===== src/rtl/ads1256_scan_sequencer_pkg.sv =====
// ADS1256 scan sequencer shared definitions:
// command opcodes, scan states and the command word builder.
package ads1256_scan_sequencer_pkg;

    localparam logic [7:0] OP_WAKEUP   = 8'h00;
    localparam logic [7:0] OP_RDATA    = 8'h01;
    localparam logic [7:0] OP_SYNC     = 8'hFC;
    localparam logic [7:0] OP_WREG_MUX = 8'h51;

    typedef enum logic [2:0] {
        S_IDLE,
        S_SET_MUX,
        S_SYNC,
        S_WAKEUP,
        S_WAIT_DRDY,
        S_RDATA,
        S_EMIT,
        S_NEXT
    } scan_state_e;

    // WREG MUX writes one register (count byte 0) with the channel's mux byte
    function automatic logic [23:0] cmd_of(scan_state_e s, logic [7:0] mux);
        logic [23:0] c;
        c = 24'h0;
        case (s)
            S_SET_MUX: c = {OP_WREG_MUX, 8'h00, mux};
            S_SYNC:    c = {OP_SYNC, 16'h0000};
            S_WAKEUP:  c = {OP_WAKEUP, 16'h0000};
            S_RDATA:   c = {OP_RDATA, 16'h0000};
            default:   c = 24'h0;
        endcase
        return c;
    endfunction

endpackage


===== src/rtl/ads1256_scan_sequencer_if.sv =====
// Command/response link between the scan sequencer and the SPI engine.
interface ads1256_scan_sequencer_if;
    import ads1256_scan_sequencer_pkg::*;

    logic        transaction_start_o;
    logic [23:0] command_o;
    logic        transaction_done_i;
    logic [23:0] transaction_data_i;

    modport master (
        output transaction_start_o,
        output command_o,
        input  transaction_done_i,
        input  transaction_data_i
    );

    modport slave (
        input  transaction_start_o,
        input  command_o,
        output transaction_done_i,
        output transaction_data_i
    );

endinterface


===== src/rtl/ads1256_sample_accumulator.sv =====
// Per-channel conversion accumulator; result is the floor-divided mean
// of 2^AVG_LOG2 sign-extended 24-bit words.
module ads1256_sample_accumulator
    import ads1256_scan_sequencer_pkg::*;
#(
    parameter int AVG_LOG2 = 0
) (
    input  logic        clock_i,
    input  logic        reset_i,
    input  logic        clear,
    input  logic        add,
    input  logic [23:0] word,
    output logic [23:0] result
);

    localparam int ACC_W = 24 + AVG_LOG2;

    logic signed [ACC_W-1:0] acc;
    logic signed [ACC_W-1:0] word_ext;

    assign word_ext = ACC_W'($signed(word));

    always_ff @(posedge clock_i or negedge reset_i) begin
        if (!reset_i) begin
            acc <= '0;
        end else if (clear) begin
            acc <= '0;
        end else if (add) begin
            acc <= acc + word_ext;
        end
    end

    // arithmetic shift rounds toward minus infinity
    assign result = 24'(acc >>> AVG_LOG2);

endmodule


===== src/rtl/ads1256_scan_sequencer.sv =====
// ADS1256 multi-channel scan sequencer: mux setup, sync/wakeup,
// DRDY-paced RDATA reads, averaging and sample hand-off.
module ads1256_scan_sequencer
    import ads1256_scan_sequencer_pkg::*;
#(
    parameter int NUM_CHANNELS = 8,
    parameter int AVG_LOG2     = 0,
    parameter int DRDY_TIMEOUT = 2_000_000
) (
    input  logic                      clock_i,
    input  logic                      reset_i,
    input  logic                      start_i,
    input  logic                      continuous_i,
    input  logic                      stop_i,
    input  logic [8*NUM_CHANNELS-1:0] mux_cfg_i,
    input  logic                      drdy_ni,
    ads1256_scan_sequencer_if.master  spi,
    output logic                      sample_valid_o,
    input  logic                      sample_ready_i,
    output logic [2:0]                sample_channel_o,
    output logic [23:0]               sample_data_o,
    output logic                      busy_o,
    output logic                      done_o,
    output logic                      error_o
);

    localparam int NCONV = 1 << AVG_LOG2;

    scan_state_e               state;
    logic [2:0]                chan;
    logic [2:0]                chan_nxt;
    logic                      cont_q;
    logic                      stop_q;
    logic                      pending;
    logic [8*NUM_CHANNELS-1:0] cfg_q;
    logic [31:0]               wait_cnt;
    logic [4:0]                conv_cnt;
    logic                      xfer_done;
    logic                      last_chan;
    logic [7:0]                mux_nxt;
    logic [23:0]               acc_result;

    assign xfer_done = pending && spi.transaction_done_i;
    assign last_chan = (chan == 3'(NUM_CHANNELS - 1));
    assign chan_nxt  = last_chan ? 3'd0 : chan + 3'd1;
    assign mux_nxt   = cfg_q[{chan_nxt, 3'b000} +: 8];
    assign busy_o    = (state != S_IDLE);

    ads1256_sample_accumulator #(
        .AVG_LOG2(AVG_LOG2)
    ) u_acc (
        .clock_i(clock_i),
        .reset_i(reset_i),
        .clear  (state == S_IDLE || state == S_NEXT),
        .add    (state == S_RDATA && xfer_done),
        .word   (spi.transaction_data_i),
        .result (acc_result)
    );

    always_ff @(posedge clock_i or negedge reset_i) begin
        if (!reset_i) begin
            state                   <= S_IDLE;
            chan                    <= '0;
            cont_q                  <= 1'b0;
            stop_q                  <= 1'b0;
            pending                 <= 1'b0;
            cfg_q                   <= '0;
            wait_cnt                <= '0;
            conv_cnt                <= '0;
            spi.transaction_start_o <= 1'b0;
            spi.command_o           <= '0;
            sample_valid_o          <= 1'b0;
            sample_channel_o        <= '0;
            sample_data_o           <= '0;
            done_o                  <= 1'b0;
            error_o                 <= 1'b0;
        end else begin
            spi.transaction_start_o <= 1'b0;
            done_o                  <= 1'b0;
            if (stop_i && state != S_IDLE) stop_q <= 1'b1;
            if (xfer_done) begin
                pending       <= 1'b0;
                spi.command_o <= '0;
            end
            // each command state is entered together with its request pulse
            unique case (state)
                S_IDLE: if (start_i) begin
                    cfg_q                   <= mux_cfg_i;
                    cont_q                  <= continuous_i;
                    error_o                 <= 1'b0;
                    chan                    <= '0;
                    stop_q                  <= 1'b0;
                    state                   <= S_SET_MUX;
                    spi.transaction_start_o <= 1'b1;
                    spi.command_o           <= cmd_of(S_SET_MUX, mux_cfg_i[7:0]);
                    pending                 <= 1'b1;
                end
                S_SET_MUX: if (xfer_done) begin
                    state                   <= S_SYNC;
                    spi.transaction_start_o <= 1'b1;
                    spi.command_o           <= cmd_of(S_SYNC, 8'h00);
                    pending                 <= 1'b1;
                end
                S_SYNC: if (xfer_done) begin
                    state                   <= S_WAKEUP;
                    spi.transaction_start_o <= 1'b1;
                    spi.command_o           <= cmd_of(S_WAKEUP, 8'h00);
                    pending                 <= 1'b1;
                end
                S_WAKEUP: if (xfer_done) begin
                    state    <= S_WAIT_DRDY;
                    wait_cnt <= '0;
                    conv_cnt <= '0;
                end
                S_WAIT_DRDY: begin
                    if (!drdy_ni) begin
                        state                   <= S_RDATA;
                        spi.transaction_start_o <= 1'b1;
                        spi.command_o           <= cmd_of(S_RDATA, 8'h00);
                        pending                 <= 1'b1;
                    end else if (wait_cnt == 32'(DRDY_TIMEOUT - 1)) begin
                        error_o <= 1'b1;
                        done_o  <= 1'b1;
                        stop_q  <= 1'b0;
                        chan    <= '0;
                        state   <= S_IDLE;
                    end else begin
                        wait_cnt <= wait_cnt + 32'd1;
                    end
                end
                S_RDATA: if (xfer_done) begin
                    conv_cnt <= conv_cnt + 5'd1;
                    wait_cnt <= '0;
                    state    <= (conv_cnt == 5'(NCONV - 1)) ? S_EMIT : S_WAIT_DRDY;
                end
                // first cycle loads the sample, then hold until accepted
                S_EMIT: begin
                    if (!sample_valid_o) begin
                        sample_valid_o   <= 1'b1;
                        sample_channel_o <= chan;
                        sample_data_o    <= acc_result;
                    end else if (sample_ready_i) begin
                        sample_valid_o <= 1'b0;
                        state          <= S_NEXT;
                    end
                end
                S_NEXT: begin
                    if (stop_q || stop_i || (last_chan && !cont_q)) begin
                        done_o <= 1'b1;
                        stop_q <= 1'b0;
                        chan   <= '0;
                        state  <= S_IDLE;
                    end else begin
                        chan                    <= chan_nxt;
                        state                   <= S_SET_MUX;
                        spi.transaction_start_o <= 1'b1;
                        spi.command_o           <= cmd_of(S_SET_MUX, mux_nxt);
                        pending                 <= 1'b1;
                    end
                end
                default: state <= S_IDLE;
            endcase
        end
    end

endmodule


===== src/flat_wrapper.sv =====
// flat-port wrapper written by rule: the top's interface ports become plain ports
module ads1256_scan_sequencer_flat import ads1256_scan_sequencer_pkg::*;
#(
    parameter int NUM_CHANNELS = 8,
    parameter int AVG_LOG2     = 0,
    parameter int DRDY_TIMEOUT = 2_000_000
)
  (clock_i, reset_i, start_i, continuous_i, stop_i, mux_cfg_i, drdy_ni, sample_valid_o, sample_ready_i, sample_channel_o, sample_data_o, busy_o, done_o, error_o, spi_transaction_start_o, spi_command_o, spi_transaction_done_i, spi_transaction_data_i);
  ads1256_scan_sequencer_if spi_i ();
  input  logic clock_i;
  input  logic reset_i;
  input  logic start_i;
  input  logic continuous_i;
  input  logic stop_i;
  input  logic [8*NUM_CHANNELS-1:0] mux_cfg_i;
  input  logic drdy_ni;
  output logic sample_valid_o;
  input  logic sample_ready_i;
  output logic [2:0] sample_channel_o;
  output logic [23:0] sample_data_o;
  output logic busy_o;
  output logic done_o;
  output logic error_o;
  output wire logic [$bits(spi_i.transaction_start_o)-1:0] spi_transaction_start_o;
  output wire logic [$bits(spi_i.command_o)-1:0] spi_command_o;
  input wire logic [$bits(spi_i.transaction_done_i)-1:0] spi_transaction_done_i;
  input wire logic [$bits(spi_i.transaction_data_i)-1:0] spi_transaction_data_i;
  assign spi_transaction_start_o = spi_i.transaction_start_o;
  assign spi_command_o = spi_i.command_o;
  assign spi_i.transaction_done_i = spi_transaction_done_i;
  assign spi_i.transaction_data_i = spi_transaction_data_i;
  ads1256_scan_sequencer #(.NUM_CHANNELS(NUM_CHANNELS), .AVG_LOG2(AVG_LOG2), .DRDY_TIMEOUT(DRDY_TIMEOUT)) u_core (.clock_i(clock_i), .reset_i(reset_i), .start_i(start_i), .continuous_i(continuous_i), .stop_i(stop_i), .mux_cfg_i(mux_cfg_i), .drdy_ni(drdy_ni), .spi(spi_i), .sample_valid_o(sample_valid_o), .sample_ready_i(sample_ready_i), .sample_channel_o(sample_channel_o), .sample_data_o(sample_data_o), .busy_o(busy_o), .done_o(done_o), .error_o(error_o));
endmodule

===== config.mk =====
export PLATFORM = sky130hd
export DESIGN_NAME = ads1256_scan_sequencer_flat
export DESIGN_NICKNAME = d
export VERILOG_FILES = /design/src/rtl/ads1256_scan_sequencer_pkg.sv /design/src/rtl/ads1256_scan_sequencer_if.sv /design/src/rtl/ads1256_sample_accumulator.sv /design/src/rtl/ads1256_scan_sequencer.sv /design/src/flat_wrapper.sv
export SDC_FILE = /design/constraint.sdc
export NUM_CORES = 1
export LEC_CHECK = 0
export BUFFER_PORTS_ARGS = -buffer_cell sky130_fd_sc_hd__buf_2
export CORE_MARGIN = 2
export CORE_UTILIZATION = 61
export DETAILED_ROUTE_END_ITERATION = 12
export GPL_TIMING_DRIVEN = 0
export HOLD_SLACK_MARGIN = 0.12
export PLACE_DENSITY = 0.84
export SYNTH_ARGS = -nofsm -noshare
export SYNTH_HDL_FRONTEND = slang
export SYNTH_SLANG_ARGS = --single-unit

===== constraint.sdc =====
create_clock -name clock_i -period 6 [get_ports clock_i]
set_clock_uncertainty 0.1 [all_clocks]
set_input_delay 1.2 -clock clock_i [delete_from_list [all_inputs] [get_ports clock_i]]
set_output_delay 1.2 -clock clock_i [all_outputs]
set_load 0.005 [all_outputs]

==> qor.log, run 1 <==
[global_routing] global-route total usage across every layer 0.278
[layout] area occupied by multi-input gates 4360 um^2
[worst_setup_path] r2r endpoint u_core.u_acc.result[20]
[placed_design] final weighted congestion in routability-driven placement 0.896
[worst_hold_path] beginning of the worst hold path u_core.spi.command_o[13]
[placed_design] Detailed Place HPWL 15600 um
[global_routing] antenna violations before repair 2
[outcome] status finished clean
[timing] remaining max-slew budget at the tightest pin 0.380
[global_routing] GR peak layer met2
[floorplan] standard-cell rows 45
[clocking] Max Buffers Root-to-Sink 2
[worst_setup_path] cells on worst reg2reg path 10
[layout] Final nets 1133
[synth] count of state elements after synthesis 189
[floorplan] Die ar. 16300 um^2
[global_routing] global route overflow 0
[worst_setup_path] worst r2r src u_core.u_acc.result[0]
[floorplan] chip width 128 um
[worst_hold_path] destination of the worst hold path u_core.spi.command_o[13]
[clocking] H-tree depth reported by CTS 4
[synth] Syn Nets 962
[global_routing] maximum number of pins on one net before global-route repair 109
[synth] synthesized area per cell 11.2 um^2
[global_routing] met3 Usage GRT 0.0751
[timing] sum of negative setup slack 0 ns
[timing] final worst path period share 0.606
[floorplan] placeable core region 15100 um^2
[synth] summed instance area of the synthesized netlist 9350 um^2
[clocking] Post-CTS Hold Fix Bufs 0
[power] Pwr per Cell Area 417 nW/um^2
[worst_setup_path] maximum net fanout on the critical path 4
[global_routing] met2 track demand over resource 0.465
[clocking] number of gates given a new drive strength after cts 0
[timing] transition time at the pin with the least slew margin 0.926 ns
[power] post-layout power 0.00459 W
[drt] final wirelength 21900 um
[layout] sequential standard cell area 4730 um^2
[timing] worst hold slack 0.384 ns
[drt] total number of vias 7252
[global_routing] vias in the first global route 7293
[global_routing] met1 global-route usage 0.348
[synth] total of warnings raised by yosys 0
[clocking] Sink Count 189
[drt] first-pass detailed-route iteration total 5
[clocking] number of CTS-inserted buffers 17
[floorplan] Die Y-Extent 128 um
[timing] Final Setup Violations 0
[placed_design] placed cell areas 10400 um^2
[worst_setup_path] arrival time at the worst endpoint 3.86 ns
[synth] count of mapped cells out of synthesis 837
[worst_setup_path] sort of element at the start of the critical path input pin
[drt] DRT iter0 DRCs 427
[layout] share of final-layout standard cells stronger than drive strength 1 0.306
[worst_setup_path] type of the worst setup path in2reg
[drt] count of nets left with antenna violations after detail routing 0
[worst_hold_path] worst hold path depth 1
[synth] Post-synth EDFFs 0
[placed_design] count of input and output buffers 151
[worst_setup_path] required time at the worst-slack endpoint 6.23 ns
[power] standby leakage power 5.29 nW
[layout] Design Area, Final 11000 um^2
[clocking] CTS root buf sky130_fd_sc_hd__clkbuf_16
[timing] Max Slew Vio Count 0
[clocking] TritonCTS clock tree built
[worst_setup_path] slack of the worst reg-to-reg path 2.80 ns
[run] max-cap check violation count 0
[worst_setup_path] launching instance or port of the critical path spi_transaction_data_i[0]
[synth] fraction of the yosys area taken by sequential cells 0.506
[floorplan] Starting Density 0.620
[clocking] number of post-CTS setup repair buffers 0
[clocking] worst skew pair latency 0.44 ns
[timing] RSZ-0062 raised after global routing no
[clocking] clock-pin slew on the worst setup and hold paths 0.08 ns
[layout] Layout Area Growth over Synthesis 17.9%
[synth] Top FF cell, synth sky130_fd_sc_hd__dfrtp_1
[drt] number of remaining DRC errors 0
[global_routing] global-route wire length before repair 35600 um
[timing] maximum frequency from static timing analysis 275 MHz
[layout] layout filler cell count 1053
[drt] vias per cell 5.99
[floorplan] count of boundary I/O pins 152
[worst_setup_path] Setup crit end kind flop
[synth] Unique masters post-synth 69
[worst_hold_path] min-delay worst type reg2reg
[drt] post-DR wirelength/cell 18.1 um
[layout] Post-Route Utilization 0.730
[timing] clock period minus final worst setup slack 3.64 ns
[synth] share of flip-flops with an asynchronous set or reset after synthesis 1.00
[timing] Fin. Hold Viols 0
[power] maximum ir drop on the vdd rail 0.000287 V
==> registers in the layout (all words and copies together), names as in the netlist, 3 cells and up <==
signal                   cells
u_core.cfg_q                64
u_core.chan                  3
u_core.conv_cnt              5
u_core.sample_channel_o      3
u_core.sample_data_o        24
u_core.spi.command_o        24
u_core.state                 3
u_core.u_acc.result         24
u_core.wait_cnt             32
==> placed cells by master (no fill, tap or decap), drive strengths merged, types with 9 or more instances in the layout <==
master and instances:
xor2 29, xnor2 15, a21o 13, dfrtp 189, nand4 12, nand2 65, o21ai 57, clkbuf 51
nor2 59, a21oi 41, or3 9, a211oi 13, mux2 94, nand3 17, ha 28, a22oi 19
buf 163, inv 24, a221oi 9, and2 12
==> synth_stat cells (all sizes together), types with 2 or more instances <==
cell type  instances  area (um^2)
nor4               7         65.1
ha                28          350
inv               18         67.6
xnor2             15          131
o41ai              2         17.5
clkbuf            31          116
o22ai              4         25.0
a21oi             41          213
a21o              13         97.6
and3               8         50.1
nand3             17         90.1
a31oi              8         56.3
nor3               8         45.0
or4                2         18.8
o21bai             2         15.0
a21boi             2         15.0
or2                4         25.0
and2              12         75.1
nor2              59          221
a22o               5         43.8
a221oi             9         78.8
o31ai              4         30.0
nand4             12         75.1
or3                9         56.3
nand2             65          244
o2bb2ai            3         26.3
a22oi             19          143
o21ai             57          285
nor4b              2         17.5
o221ai             2         17.5
nand2b             2         12.5
o211ai             3         22.5
xor2              29          262
mux4               8          180
nor2b              2         12.5
a32o               2         20.0
buf               11         71.3
a211oi            13         97.6
mux2              94         1060
dfrtp            189         4730
==> kinds of logic after synthesis <==
logic type / count (synthesis) / synth area share
AO/OA/AOI/OAI: 198 / 0.138
XOR/XNOR: 44 / 0.0420
adder cells (fa/ha/maj): 29 / 0.0396
buffers and inverters: 61 / 0.0277
flip-flops: 189 / 0.506
multiplexers: 103 / 0.134
AND/OR/NAND/NOR: 213 / 0.113
==> report_power, final <==
part	switching, W	leakage (nW)	internal [W]
Clock	0.000509	0.308	0.000702
Sequential	0.000228	2.46	0.00164
Combinational	0.000800	2.51	0.000719
==> how the worst max path moves through the flow <==
stage | to | slack, ns
6_report | u_core.u_acc.result[20] | 2.36
2_1_floorplan | u_core.u_acc.result[20] | 2.19
3_3_place_gp | u_core.cfg_q[45] | 0.62
4_1_cts | u_core.u_acc.result[20] | 2.38
3_5_place_dp | u_core.u_acc.result[20] | 1.93
5_1_grt | u_core.u_acc.result[20] | 2.27
==> layout make-up <==
cell class,count,share of cell area
clock buffer,20,0.0423
tap,188,0.0213
multi-input combinational,587,0.396
sequential,189,0.429
buffer,42,0.0170
inverter,19,0.00647
clock inverter,12,0.0156
antenna,2,0.000454
timing repair buffer,152,0.0720
==> critical path: stages <==
cell	delay (ns)
sky130_fd_sc_hd__buf_2	0.10
sky130_fd_sc_hd__ha_1	0.23
sky130_fd_sc_hd__fa_1	0.42
sky130_fd_sc_hd__a21oi_2	0.20
sky130_fd_sc_hd__a2bb2oi_2	0.18
sky130_fd_sc_hd__a21oi_1	0.11
sky130_fd_sc_hd__or4_4	0.53
sky130_fd_sc_hd__nand3b_4	0.12
sky130_fd_sc_hd__a21oi_2	0.06
sky130_fd_sc_hd__or4_1	0.47
sky130_fd_sc_hd__a32o_1	0.25
==> stage by stage <==
step / cells / setup WS (ns)
finish: 1211 / 2.36
global route: 1210 / 2.27
CTS: 1209 / 2.38
detailed placement: 1177 / 1.93
global placement: 1176 / 0.621
floorplan: 837 / 2.19
==> metal layers <==
| metal | vias up | wire length (um) |
|---|---|---|
| met1 | 3582 | 8970 |
| li1 | 3402 | - |
| met3 | 55 | 1290 |
| met2 | 213 | 11100 |
| met5 | - | 0 |
| met4 | 0 | 612 |
Power figures use the tool's default switching activity.
==> run 2: changes to the inputs <==
Settings changed: CORE_UTILIZATION 61 to 57, PLACE_DENSITY 0.84 to 0.79.
Clock period 6 ns to 3.7 ns, I/O delays scaled along.
==> run 2 against run 1 <==
Effect of this change:
- die area is 6.8% higher
- sequential power is 62% higher
- sequential share of layout area grew 0.073 points
- power rose by 59%
- routed wire length increased by 0.41%
- setup slack got worse by 1.9 ns
- first-iteration DRC count up 2.1%
- via count shrank 1.0%
- critical path depth down 1
- critical path type is now reg2reg
- critical endpoint unchanged
==> qor.log, run 2 (synthesized netlist as in run 1, its figures left out) <==
[outcome] status finished clean
[clocking] CTS root buf sky130_fd_sc_hd__clkbuf_16
[clocking] Max Buffers Root-to-Sink 2 [unchanged]
[floorplan] placeable core region 15900 um^2 [+5.7%]
[worst_setup_path] sort of element at the start of the critical path flop
[timing] Max Slew Vio Count 0 [unchanged]
[worst_setup_path] worst r2r src u_core.u_acc.result[0]
[floorplan] chip width 132 um [+3.3%]
[floorplan] Die ar. 17400 um^2 [+6.8%]
[layout] share of final-layout standard cells stronger than drive strength 1 0.306 [unchanged]
[timing] Fin. Hold Viols 0 [unchanged]
[global_routing] global-route total usage across every layer 0.262 [-0.0160]
[drt] DRT iter0 DRCs 436 [+2.1%]
[global_routing] maximum number of pins on one net before global-route repair 108 [-0.92%]
[layout] biggest registers after layout u_core.cfg_q: 64 flops, u_core.wait_cnt: 32 flops
[placed_design] Setup WS pre-CTS 0.0467 ns [-1.88 ns]
[timing] clock period minus final worst setup slack 3.24 ns
[worst_setup_path] launching instance or port of the critical path u_core.u_acc.result[0]
[timing] final worst path period share 0.875
[layout] Most flops, register u_core.cfg_q
[layout] sequential standard cell area 4730 um^2 [unchanged]
[clocking] worst skew pair latency 0.43 ns [about the same]
[drt] met1 wire length 9400 um [+4.7%]
[placed_design] Detailed Place HPWL 15800 um [+1.0%]
[placed_design] placed cell areas 10400 um^2 [+0.34%]
[layout] Layout Area Growth over Synthesis 17.7%
[clocking] number of CTS-inserted buffers 17 [unchanged]
[worst_setup_path] maximum net fanout on the critical path 5 [+1]
[layout] Largest register FFs 64 [unchanged]
[power] standby leakage power 5.27 nW [-0.32%]
[drt] number of remaining DRC errors 0 [unchanged]
[timing] remaining max-slew budget at the tightest pin 0.365 [-0.0155]
[layout] Final nets 1133 [unchanged]
[drt] met3 wire length 1160 um [-10%]
[worst_setup_path] Setup crit end kind flop
[drt] first-pass detailed-route iteration total 5 [unchanged]
[power] post-layout power 0.00730 W [+59%]
[global_routing] global-route wire length before repair 36500 um [+2.3%]
[layout] layout filler cell count 1224 [+16%]
[global_routing] vias in the first global route 7330 [+0.51%]
[layout] highest-count cells in the layout ignoring fill and taps sky130_fd_sc_hd__dfrtp_1, sky130_fd_sc_hd__buf_2, sky130_fd_sc_hd__mux2_2
[clocking] number of gates given a new drive strength after cts 0 [unchanged]
[worst_setup_path] arrival time at the worst endpoint 3.46 ns [-0.40 ns]
[clocking] H-tree depth reported by CTS 4 [unchanged]
[power] maximum ir drop on the vdd rail 0.000434 V [+52%]
[worst_setup_path] required time at the worst-slack endpoint 3.92 ns [-2.31 ns]
[worst_hold_path] min-delay worst type in2async
[floorplan] Die Y-Extent 132 um [+3.3%]
[layout] area occupied by multi-input gates 4360 um^2 [unchanged]
[clocking] number of post-CTS setup repair buffers 0 [unchanged]
[drt] vias per cell 5.79 [-3.2%]
[timing] transition time at the pin with the least slew margin 0.949 ns [+0.0231 ns]
[clocking] Post-CTS Hold Fix Bufs 0 [unchanged]
[layout] commonest non-fill, non-tap cell in the layout sky130_fd_sc_hd__dfrtp_1
[drt] final wirelength 22000 um [+0.41%]
[placed_design] final weighted congestion in routability-driven placement 0.908 [+1.3%]
[clocking] TritonCTS clock tree built
[clocking] Sink Count 189 [unchanged]
[clocking] clock-pin slew on the worst setup and hold paths 0.07 ns [about the same]
[drt] amount of wire on met2 after detailed routing 11000 um [-0.80%]
[drt] count of nets left with antenna violations after detail routing 0 [unchanged]
[floorplan] Starting Density 0.586 [-0.0332]
[power] Pwr per Cell Area 664 nW/um^2 [+59%]
[timing] Final Setup Violations 0 [unchanged]
[drt] topmost layer with routed signal wires met4
[drt] total number of vias 7179 [-1.0%]
[worst_setup_path] slack of the worst reg-to-reg path 0.46 ns [-2.34 ns]
[worst_setup_path] type of the worst setup path reg2reg
[layout] Design Area, Final 11000 um^2 [-0.17%]
[global_routing] antenna violations before repair 2 [unchanged]
[timing] RSZ-0062 raised after global routing no
[floorplan] count of boundary I/O pins 152 [unchanged]
[floorplan] standard-cell rows 46 [+2.2%]
[timing] maximum frequency from static timing analysis 309 MHz
[run] max-cap check violation count 0 [unchanged]
[global_routing] global route overflow 0 [unchanged]
[placed_design] count of input and output buffers 151 [unchanged]
[timing] Worst Setup Slack, final 0.462 ns [-1.90 ns]
[drt] post-DR wirelength/cell 17.8 um [-1.9%]
==> run 2: changes by cell type in the layout (fill, tap and decap cells not counted) <==
cell / before / now
sky130_fd_sc_hd__bufinv_16: 3 / 1
sky130_fd_sc_hd__clkbuf_8: 3 / 2
sky130_fd_sc_hd__clkinv_2: 0 / 3
sky130_fd_sc_hd__clkinv_4: 1 / 4
sky130_fd_sc_hd__clkinv_8: 0 / 1
sky130_fd_sc_hd__clkinvlp_4: 2 / 0
sky130_fd_sc_hd__inv_8: 2 / 0
==> run 2: metrics by stage <==
step	TNS, ns	hold slack (ns)	std cells	util
after CTS	0	0.214	1237	0.690
after floorplan	0	0.344	837	-
after global routing	0	0.230	1238	0.690
after detailed placement	0	0.365	1205	0.653
final	0	0.177	1239	0.690
after global placement	-237.70	0.356	1204	0.651
==> run 2: final timing paths <==
| kind | end | cells past startpoint |
|---|---|---|
| min in group clock_i | u_core.spi.command_o[10] | 1 |
| max | u_core.u_acc.result[20] | 10 |
| min reg2reg | u_core.spi.command_o[10] | 1 |
| max in group asynchronous | u_core.cfg_q[14] | 2 |
| min | u_core.sample_data_o[7] | 1 |
| max reg2reg | u_core.u_acc.result[20] | 10 |
==> run 2: routing by layer <==
| layer | up-vias | track usage |
|---|---|---|
| met1 | 3536 | 0.333 |
| li1 | 3401 | - |
| met4 | 0 | 0.0918 |
| met3 | 35 | 0.0646 |
| met5 | - | 0 |
| met2 | 207 | 0.438 |
==> run 2: final cells by class <==
cell class,count,share of cell area
antenna,2,0.000455
buffer,42,0.0171
clock buffer,19,0.0412
clock inverter,13,0.0119
inverter,19,0.00648
multi-input combinational,587,0.396
sequential,189,0.430
tap,216,0.0246
timing repair buffer,152,0.0721
==> run 2: report_power, final <==
part           switching, W  total (W)  internal, W
Combinational       0.00130    0.00247      0.00117
Sequential         0.000378    0.00303      0.00265
Clock              0.000825    0.00180     0.000979
Total               0.00250    0.00730      0.00480
==> run 2: critical path, stage by stage, from the launching register on <==
cell and delay [ns]:
sky130_fd_sc_hd__dfrtp_1 0.42, sky130_fd_sc_hd__ha_1 0.24, sky130_fd_sc_hd__fa_1 0.43, sky130_fd_sc_hd__a21oi_2 0.20, sky130_fd_sc_hd__a2bb2oi_2 0.18, sky130_fd_sc_hd__a21oi_1 0.11, sky130_fd_sc_hd__or4_4 0.54, sky130_fd_sc_hd__nand3b_4 0.12
sky130_fd_sc_hd__a21oi_2 0.06, sky130_fd_sc_hd__or4_1 0.47, sky130_fd_sc_hd__a32o_1 0.26
